===== src/rtl/mesi_snooper.sv =====
// Four-line MESI snoop responder: accepts bus snoops, flushes Modified lines
// to memory when required, then reports sharing and applies the new line state.
module mesi_snooper (
    input  logic       clock,
    input  logic       resetn,
    input  logic       bus_valid,
    input  logic [1:0] bus_cmd,
    input  logic [1:0] bus_idx,
    output logic       bus_ready,
    input  logic       set_en,
    input  logic [1:0] set_idx,
    input  logic [1:0] set_state,
    output logic       resp_valid,
    output logic       resp_shared,
    output logic       mem_valid,
    output logic [1:0] mem_cmd,
    output logic [1:0] mem_idx,
    input  logic       mem_ack,
    output logic       err,
    input  logic [1:0] mon_idx,
    output logic [1:0] mon_state
);

    localparam logic [1:0] ST_I = 2'b00;
    localparam logic [1:0] ST_S = 2'b01;
    localparam logic [1:0] ST_M = 2'b11;

    localparam logic [1:0] CMD_NONE = 2'b00;
    localparam logic [1:0] CMD_RD   = 2'b01;
    localparam logic [1:0] CMD_UPGR = 2'b11;

    typedef enum logic [1:0] {IDLE, LOOKUP, FLUSH, RESP} fsm_t;

    fsm_t       state_reg, state_next;
    logic [1:0] cmd_reg, cmd_next;
    logic [1:0] idx_reg, idx_next;
    logic [1:0] pre_reg, pre_next;
    logic [1:0] new_reg, new_next;
    logic       err_reg, err_next;
    logic       snoop_wr;
    logic [1:0] looked;

    logic [1:0] line_reg  [4];
    logic [1:0] line_next [4];

    assign looked    = line_reg[idx_reg];
    assign mon_state = line_reg[mon_idx];
    assign err       = err_reg;

    always_comb begin
        state_next  = state_reg;
        cmd_next    = cmd_reg;
        idx_next    = idx_reg;
        pre_next    = pre_reg;
        new_next    = new_reg;
        err_next    = err_reg;
        snoop_wr    = 1'b0;
        bus_ready   = 1'b0;
        resp_valid  = 1'b0;
        resp_shared = 1'b0;
        mem_valid   = 1'b0;
        mem_cmd     = 2'b00;
        mem_idx     = 2'b00;
        case (state_reg)
            IDLE: begin
                bus_ready = 1'b1;
                if (bus_valid && bus_cmd != CMD_NONE) begin
                    cmd_next   = bus_cmd;
                    idx_next   = bus_idx;
                    state_next = LOOKUP;
                end
            end
            LOOKUP: begin
                pre_next = looked;
                // Only a read of a valid line leaves a copy behind; everything else invalidates.
                new_next = (cmd_reg == CMD_RD && looked != ST_I) ? ST_S : ST_I;
                if (looked == ST_M && cmd_reg != CMD_UPGR) begin
                    state_next = FLUSH;
                end else begin
                    state_next = RESP;
                end
                if (looked == ST_M && cmd_reg == CMD_UPGR) begin
                    err_next = 1'b1;
                end
            end
            FLUSH: begin
                mem_valid = 1'b1;
                mem_cmd   = 2'b01;
                mem_idx   = idx_reg;
                if (mem_ack) begin
                    state_next = RESP;
                end
            end
            RESP: begin
                resp_valid  = 1'b1;
                resp_shared = (pre_reg != ST_I);
                snoop_wr    = 1'b1;
                state_next  = IDLE;
            end
            default: state_next = IDLE;
        endcase
    end

    // Per-line update: the snoop owns its captured line while the FSM is busy.
    generate
        for (genvar gi = 0; gi < 4; gi++) begin : g_line
            always_comb begin
                line_next[gi] = line_reg[gi];
                if (snoop_wr && idx_reg == 2'(gi)) begin
                    line_next[gi] = new_reg;
                end else if (set_en && set_idx == 2'(gi) &&
                             !(state_reg != IDLE && idx_reg == 2'(gi))) begin
                    line_next[gi] = set_state;
                end
            end
        end
    endgenerate

    always_ff @(posedge clock or negedge resetn) begin
        if (!resetn) begin
            state_reg <= IDLE;
            cmd_reg   <= 2'b00;
            idx_reg   <= 2'b00;
            pre_reg   <= 2'b00;
            new_reg   <= 2'b00;
            err_reg   <= 1'b0;
            for (int i = 0; i < 4; i++) begin
                line_reg[i] <= ST_I;
            end
        end else begin
            state_reg <= state_next;
            cmd_reg   <= cmd_next;
            idx_reg   <= idx_next;
            pre_reg   <= pre_next;
            new_reg   <= new_next;
            err_reg   <= err_next;
            for (int i = 0; i < 4; i++) begin
                line_reg[i] <= line_next[i];
            end
        end
    end

endmodule


===== config.mk =====
export PLATFORM = sky130hd
export DESIGN_NAME = mesi_snooper
export DESIGN_NICKNAME = d
export VERILOG_FILES = /design/src/rtl/mesi_snooper.sv
export SDC_FILE = /design/constraint.sdc
export NUM_CORES = 1
export LEC_CHECK = 0
export CORE_UTILIZATION = 44
export CTS_BUF_LIST = sky130_fd_sc_hd__clkbuf_8 sky130_fd_sc_hd__clkbuf_16
export CTS_CLUSTER_DIAMETER = 120
export CTS_CLUSTER_SIZE = 10
export DETAILED_ROUTE_END_ITERATION = 10
export GPL_TIMING_DRIVEN = 0
export PLACE_DENSITY = 0.73
export SLEW_MARGIN = 25
export SYNTH_ARGS = -nofsm -noshare
export SYNTH_HDL_FRONTEND = slang
export SYNTH_SLANG_ARGS = --single-unit

===== constraint.sdc =====
create_clock -name clock -period 1.5 [get_ports clock]
set_input_delay 0.225 -clock clock [delete_from_list [all_inputs] [get_ports clock]]
set_output_delay 0.225 -clock clock [all_outputs]
set_load 0.01 [all_outputs]

==> flow_summary_export.csv, run 1 <==
group,metric,value,unit
status,status,"finished, violations left",
status,failed_checks,"setup timing",
placement,io_buffers,24,
sta,hold_violations,0,
floorplanning,die_x,52.82,µm
global_routing,grtUsageTotal,25.60,%
synth,synth_area_leaders,"dfrtp_1, mux4_2, nand3_1",
clock_tree,path_clk_slew,0.07,ns
synth,ys_ff_latch,18,
power_and_ir_drop,p_total,3.457,mW
floorplanning,ioPinCount,26,
global_routing,gr-max-usage-layer,"met2",
synth,synthSimpleGateAreaFrac,24.45,%
synth,netlist.area_leader.share,39.65,%
synth,async_flop_share,100.0,%
floorplanning,start_util,46.28,%
placement,hpwl,1942,µm
synth,synth-main-ff-cell,"dfrtp_1",
floorplanning,core,2455,µm²
global_routing,antenna_found_initial,0,
power_and_ir_drop,total_leakage_power,0.7099,nW
clock_tree,htreeDepth,1,
job,maxCapViolCount,0,
global_routing,grt_use_met2,41.35,%
power_and_ir_drop,ir_worst_vdd,1455,µV
critical_path,rr_endpoint,"idx_reg[0]$_DFFE_PN0P_",
routing,antenna_left,0,
synth,synthAdderAreaFrac,4.405,%
sta,setup_ws,-0.05069,ns
clock_tree,clock_path_buffers,2,
sta,rsz0062_at_grt,"yes",
routing,wl_per_cell,16.64,µm
critical_path,crit_path_start_kind,"flip-flop",
routing,drtIter0Drc,12,
critical_path,reg2regPathDepth,6,
finish,nNetsFinal,173,
placement,place_inst,167,
finish,finalNonFillerCells,183,
finish,layout-drive-gt1-share,40.52,%
global_routing,grt_pass1_wl,4940,µm
sta,whs,0.4331,ns
global_routing,grt_max_degree,19,
critical_path,crit_type,"flip-flop to primary output",
floorplanning,dieArea,2789,µm²
synth,yosys_warnings,0,
placement,place_ws,-0.4738,ns
sta,min_period_over_period,103.4,%
clock_tree,numCtsBuffers,3,
synth,avgSynthCellArea,10.05,µm²
synth,synth_compound_area_share,14.10,%
global_routing,grt_pass1_vias,1036,
sta,max_slew.worst_pin.slew,0.8155,ns
clock_tree,hold_buffers,0,
synth,synthCells,113,
synth,yosysUniqueCellTypes,31,
finish,area.growth.synth_to_final,45.93,%
synth,yosysMostFrequentCell,"dfrtp_1",
global_routing,grt_util_met1,32.48,%
critical_path,worst-path-max-fanout,3,
hold_path,hold_class,"input pin to asynchronous set/reset pin",
synth,synthesis.nets,132,
sta,finalSetupViolCount,6,
synth,synth_xor_area_share,0,%
synth,synthMuxAreaShare,12.89,%
finish,diodes,0,
power_and_ir_drop,power.density,2085,nW/µm²
synth,synth.top_cells.by_count,"dfrtp_1, nand3_1, o21ai_0",
clock_tree,clkLatencyLatePin,0.26,ns
synth,seq_area_frac_synth,39.65,%
sta,max_freq,0.6449,GHz
routing,drc,0,
global_routing,grt.met3_usage,4.058,%
routing,avgViaCountPerCell,5.727,
sta,fin_crit,1.551,ns
critical_path,crit_required,1.27,ns
sta,finClkSkew,0.002473,ns
finish,largest_reg_flops,8,
clock_tree,cts_tree,"done",
placement,place_congestion,0.7994,
critical_path,endpoint_kind,"primary output",
sta,slew_headroom,45.46,%
sta,slew_violations,0,
clock_tree,cts.sinks,18,
critical_path,r2r_setup_slack,-0.04,ns
floorplanning,fp.dieH,52.82,µm
synth,synth_edf_count,0,
critical_path,worst_ep_arrival_time,1.33,ns
floorplanning,rows,18,
routing,drt_pass1_iterations,4,
synth,yosys.area.top_type,"dfrtp_1",
routing,vias,1048,
global_routing,overflow,0,
synth,synth_top_family_by_area,"simple AND/OR/NAND/NOR gates",
clock_tree,root_buffer,"clkbuf_8",
critical_path,r2r_start,"state_reg[0]$_DFFE_PN0P_",
routing,wl,3045,µm
finish,final_util,67.53,%
synth,syn-cell-area,1136,µm²
[logic make-up after synthesis]
kind of cell / count (synthesis)
other: 1
muxes: 9
and+or+nand+nor: 47
AOI/OAI and AO/OA: 25
adders and majority gates: 4
buffers and inverters: 9
DFF: 18
[repair_timing]
action,in CTS,in global routing
gates resized for setup,63,10
gates cloned,1,0
pin swaps,3,4
setup buffers,10,1
hold endpoints to repair,0,0
endpoints found under the setup margin,21,17
[through the flow]
stage,TNS (ns),cell area (µm²)
3_3_place_gp,-2.008,1414
3_5_place_dp,-2.936,1414
6_report,-0.2142,1658
5_1_grt,-0.6094,1658
2_1_floorplan,0,1136
4_1_cts,-0.2498,1618
[cell type report]
class,instances,area [µm²]
buffer,5,38.79
clock buffer,4,55.05
fill,195,797.0
inverter,4,15.01
multi-input combinational,86,740.7
sequential,18,454.2
tap,30,37.54
timing repair buffer,36,316.6
[worst max path at each step]
stage | startpoint | endpoint | slack (ns) | cells after the start
global route | state_reg[0]$_DFFE_PN0P_ | idx_reg[0]$_DFFE_PN0P_ | -0.09 | 6
CTS | state_reg[1]$_DFFE_PN0P_ | mem_idx[0] | -0.06 | 5
floorplan | state_reg[0]$_DFFE_PN0P_ | idx_reg[0]$_DFFE_PN0P_ | 0.02 | 5
finish | state_reg[1]$_DFFE_PN0P_ | mem_idx[0] | -0.05 | 5
global placement | mon_idx[0] | mon_state[1] | -0.46 | 3
detailed placement | mon_idx[0] | mon_state[0] | -0.47 | 3
[where the power goes]
group	total (mW)	leakage, nW	internal [mW]	switching, mW
clock	0.411	0.0288	0.234	0.177
combinational	2.09	0.463	1.16	0.922
sequential	0.960	0.219	0.735	0.225
[layer usage]
metal  share of wire (%)  vias to the layer above
li1                    -                      500
met1                  44                      513
met2                  51                       26
met3                 3.1                        9
met4                 2.6                        0
met5                   0                        -
[critical path, stage by stage, from the launching register on]
cell,delay (ns)
dfrtp_2,0.41
buf_6,0.13
ha_4,0.16
buf_6,0.11
and2_4,0.15
buf_6,0.11
[layout by cell type, fill, tap and decap left out, types with 3 or more instances in the layout]
cell,n
a21boi_1,3
a31oi_1,4
and3b_1,3
buf_2,6
buf_4,12
buf_6,6
clkbuf_8,4
clkdlybuf4s50_1,14
dfrtp_1,15
dfrtp_2,3
ha_4,3
mux2_2,4
mux4_2,4
nand2_1,6
nand3_1,9
nand3_2,3
nand3b_1,6
nor2_1,6
o21ai_0,6
o21ai_1,3
Note: power is estimated with default switching activity, not from simulation.
==> run 2, diff against run 1 <==
- CORE_UTILIZATION: 44 -> 24
- PLACE_DENSITY: 0.73 -> 0.45
==> run 2 against run 1 <==
The flow finishes with violations (DRC, setup timing). Clock-buffer cell count unchanged. Sequential share of layout area down 0.62 points. Utilization down 29 points. Total power down 0.14%. Die area up 80%. Fmax up 1.6%. Final cell count up 12%. Register-to-register slack about the same. Critical path depth up 2. Design area up 2.0%. First-iteration DRC count rose to 3.3 times the previous value. Critical path type is now flip-flop to flip-flop.
==> flow_summary_export.csv, run 2 (same netlist as run 1, synthesis figures left out) <==
group,metric,value,unit
critical_path,crit_type,"flip-flop to flip-flop",
critical_path,cpMaxStageDelayCell,"or3b_4",
floorplanning,start_util,25.56,%
sta,finalSetupViolCount,4,
floorplanning,core,4444,µm²
floorplanning,die_x,70.80,µm
clock_tree,hold_buffers,0,
routing,antenna_left,0,
finish,final_common_cell,"dfrtp_1",
sta,hold_violations,0,
sta,max_slew.worst_pin.slew,0.8710,ns
sta,slew_violations,0,
floorplanning,rows,24,
clock_tree,root_buffer,"clkbuf_8",
clock_tree,cts.sinks,18,
clock_tree,cts_tree,"done",
critical_path,slowest_delay,0.40,ns
clock_tree,numCtsBuffers,3,
critical_path,crit_path_start_kind,"flip-flop",
finish,layout_common_cells,"dfrtp_1, clkdlybuf4s50_1, buf_4",
finish,final_util,38.06,%
sta,max_freq,0.6549,GHz
finish,layout-drive-gt1-share,41.18,%
critical_path,reg2regPathDepth,7,
status,failed_checks,"DRC, setup timing",
critical_path,worstPathCellList,"buf_6 > inv_4 > ha_4 > buf_6 > or3b_4 > nand3_2 > a31oi_2",
finish,diodes,0,
critical_path,rr_endpoint,"line_reg[2]$_DFFE_PN0P_",
placement,place_congestion,0.8413,
critical_path,endpoint_kind,"flip-flop",
global_routing,antenna_found_initial,0,
global_routing,overflow,0,
hold_path,hold_class,"input pin to asynchronous set/reset pin",
critical_path,worst_ep_arrival_time,1.66,ns
job,maxCapViolCount,0,
critical_path,r2r_start,"state_reg[0]$_DFFE_PN0P_",
floorplanning,fp.dieH,70.80,µm
routing,wl_per_cell,15.22,µm
routing,drc,4,
clock_tree,clock_path_buffers,2,
sta,fin_crit,1.527,ns
sta,min_period_over_period,101.8,%
critical_path,r2r_setup_slack,-0.03,ns
power_and_ir_drop,p_sw,1.306,mW
placement,hpwl,2173,µm
routing,avgViaCountPerCell,4.951,
sta,finClkSkew,0.005269,ns
global_routing,grt_pass1_wl,5071,µm
critical_path,cpMostUsedCell,"buf_6",
global_routing,grtUsageTotal,12.91,%
power_and_ir_drop,intPower,2.146,mW
placement,io_buffers,24,
routing,vias,1015,
global_routing,grt_max_degree,19,
routing,drtIter0Drc,40,
sta,slew_headroom,41.75,%
power_and_ir_drop,ir_worst_vdd,561.4,µV
power_and_ir_drop,p_total,3.452,mW
clock_tree,htreeDepth,1,
power_and_ir_drop,power_frac_comb,60.9,%
clock_tree,path_clk_slew,0.08,ns
critical_path,crit_required,1.63,ns
power_and_ir_drop,power.density,2041,nW/µm²
sta,setup_ws,-0.02697,ns
power_and_ir_drop,clockPowerShare,11.7,%
power_and_ir_drop,swShare,37.84,%
placement,place_ws,-0.4810,ns
finish,largest_reg_flops,8,
status,status,"finished, violations left",
critical_path,worst-path-max-fanout,5,
global_routing,grt_pass1_vias,1024,
routing,wl,3120,µm
sta,rsz0062_at_grt,"yes",
floorplanning,ioPinCount,26,
finish,nNetsFinal,173,
power_and_ir_drop,p_seq_share,27.5,%
floorplanning,dieArea,5013,µm²
clock_tree,clkLatencyLatePin,0.25,ns
power_and_ir_drop,total_leakage_power,0.7089,nW
finish,area.growth.synth_to_final,48.90,%
routing,drt_pass1_iterations,7,
## run 2: per-stage QoR
| step | hold slack [ns] | instances | setup TNS (ns) | instance area (µm²) |
|---|---|---|---|---|
| floorplan | -0.07059 | 113 | 0 | 1136 |
| global placement | 0.4471 | 189 | -2.502 | 1441 |
| detailed placement | 0.4569 | 189 | -3.101 | 1441 |
| CTS | 0.4755 | 204 | -0.04730 | 1622 |
| global route | 0.4994 | 205 | -0.3471 | 1692 |
| finish | 0.4616 | 205 | -0.04677 | 1692 |
## run 2: power groups by stage
stage               sequential [mW]  clock (mW)  combinational (mW)
global route                  0.983       0.429                2.29
floorplan                     0.886           0                1.06
finish                        0.948       0.403                2.10
detailed placement            0.968           0                1.56
global placement              0.962           0                1.53
CTS                           0.940       0.415                1.89
## run 2: how the worst max path moves through the flow
| stage | startpoint | endpoint | slack [ns] |
|---|---|---|---|
| after floorplan | state_reg[0]$_DFFE_PN0P_ | idx_reg[0]$_DFFE_PN0P_ | 0.02 |
| after global placement | mon_idx[0] | mon_state[0] | -0.47 |
| after detailed placement | mon_idx[0] | mon_state[1] | -0.48 |
| after CTS | state_reg[0]$_DFFE_PN0P_ | resp_shared | -0.05 |
| after global routing | state_reg[0]$_DFFE_PN0P_ | line_reg[2]$_DFFE_PN0P_ | -0.08 |
| final | state_reg[0]$_DFFE_PN0P_ | line_reg[2]$_DFFE_PN0P_ | -0.03 |
## run 2: worst max-delay path, delay by kind of cell, from the launching register on
family,cells,cell delay (ns)
AND/OR/NAND/NOR,2,0.49
flip-flops,1,0.39
buffers and inverters,3,0.29
adder cells (fa/ha/maj),1,0.17
AO/OA/AOI/OAI,1,0.08
## run 2: final cells by class
type	instances	area, µm²
fill	452	2753
multi-input combinational	86	745.7
sequential	18	452.9
timing repair buffer	36	311.5
tap	52	65.06
clock buffer	4	55.05
buffer	5	41.29
inverter	4	20.02
## run 2: per-layer routing
layer	track usage, %	wire length [µm]
met5	0	0
met4	4.667	49
met3	1.709	73
met2	21.79	1491
met1	16.95	1506
## run 2: timing repair
| item | 4_1_cts | 5_1_grt |
|---|---|---|
| setup endpoints to repair | 21 | 20 |
| pin swaps | 2 | 6 |
| buffers inserted | 11 | 2 |
| resized for setup | 57 | 21 |
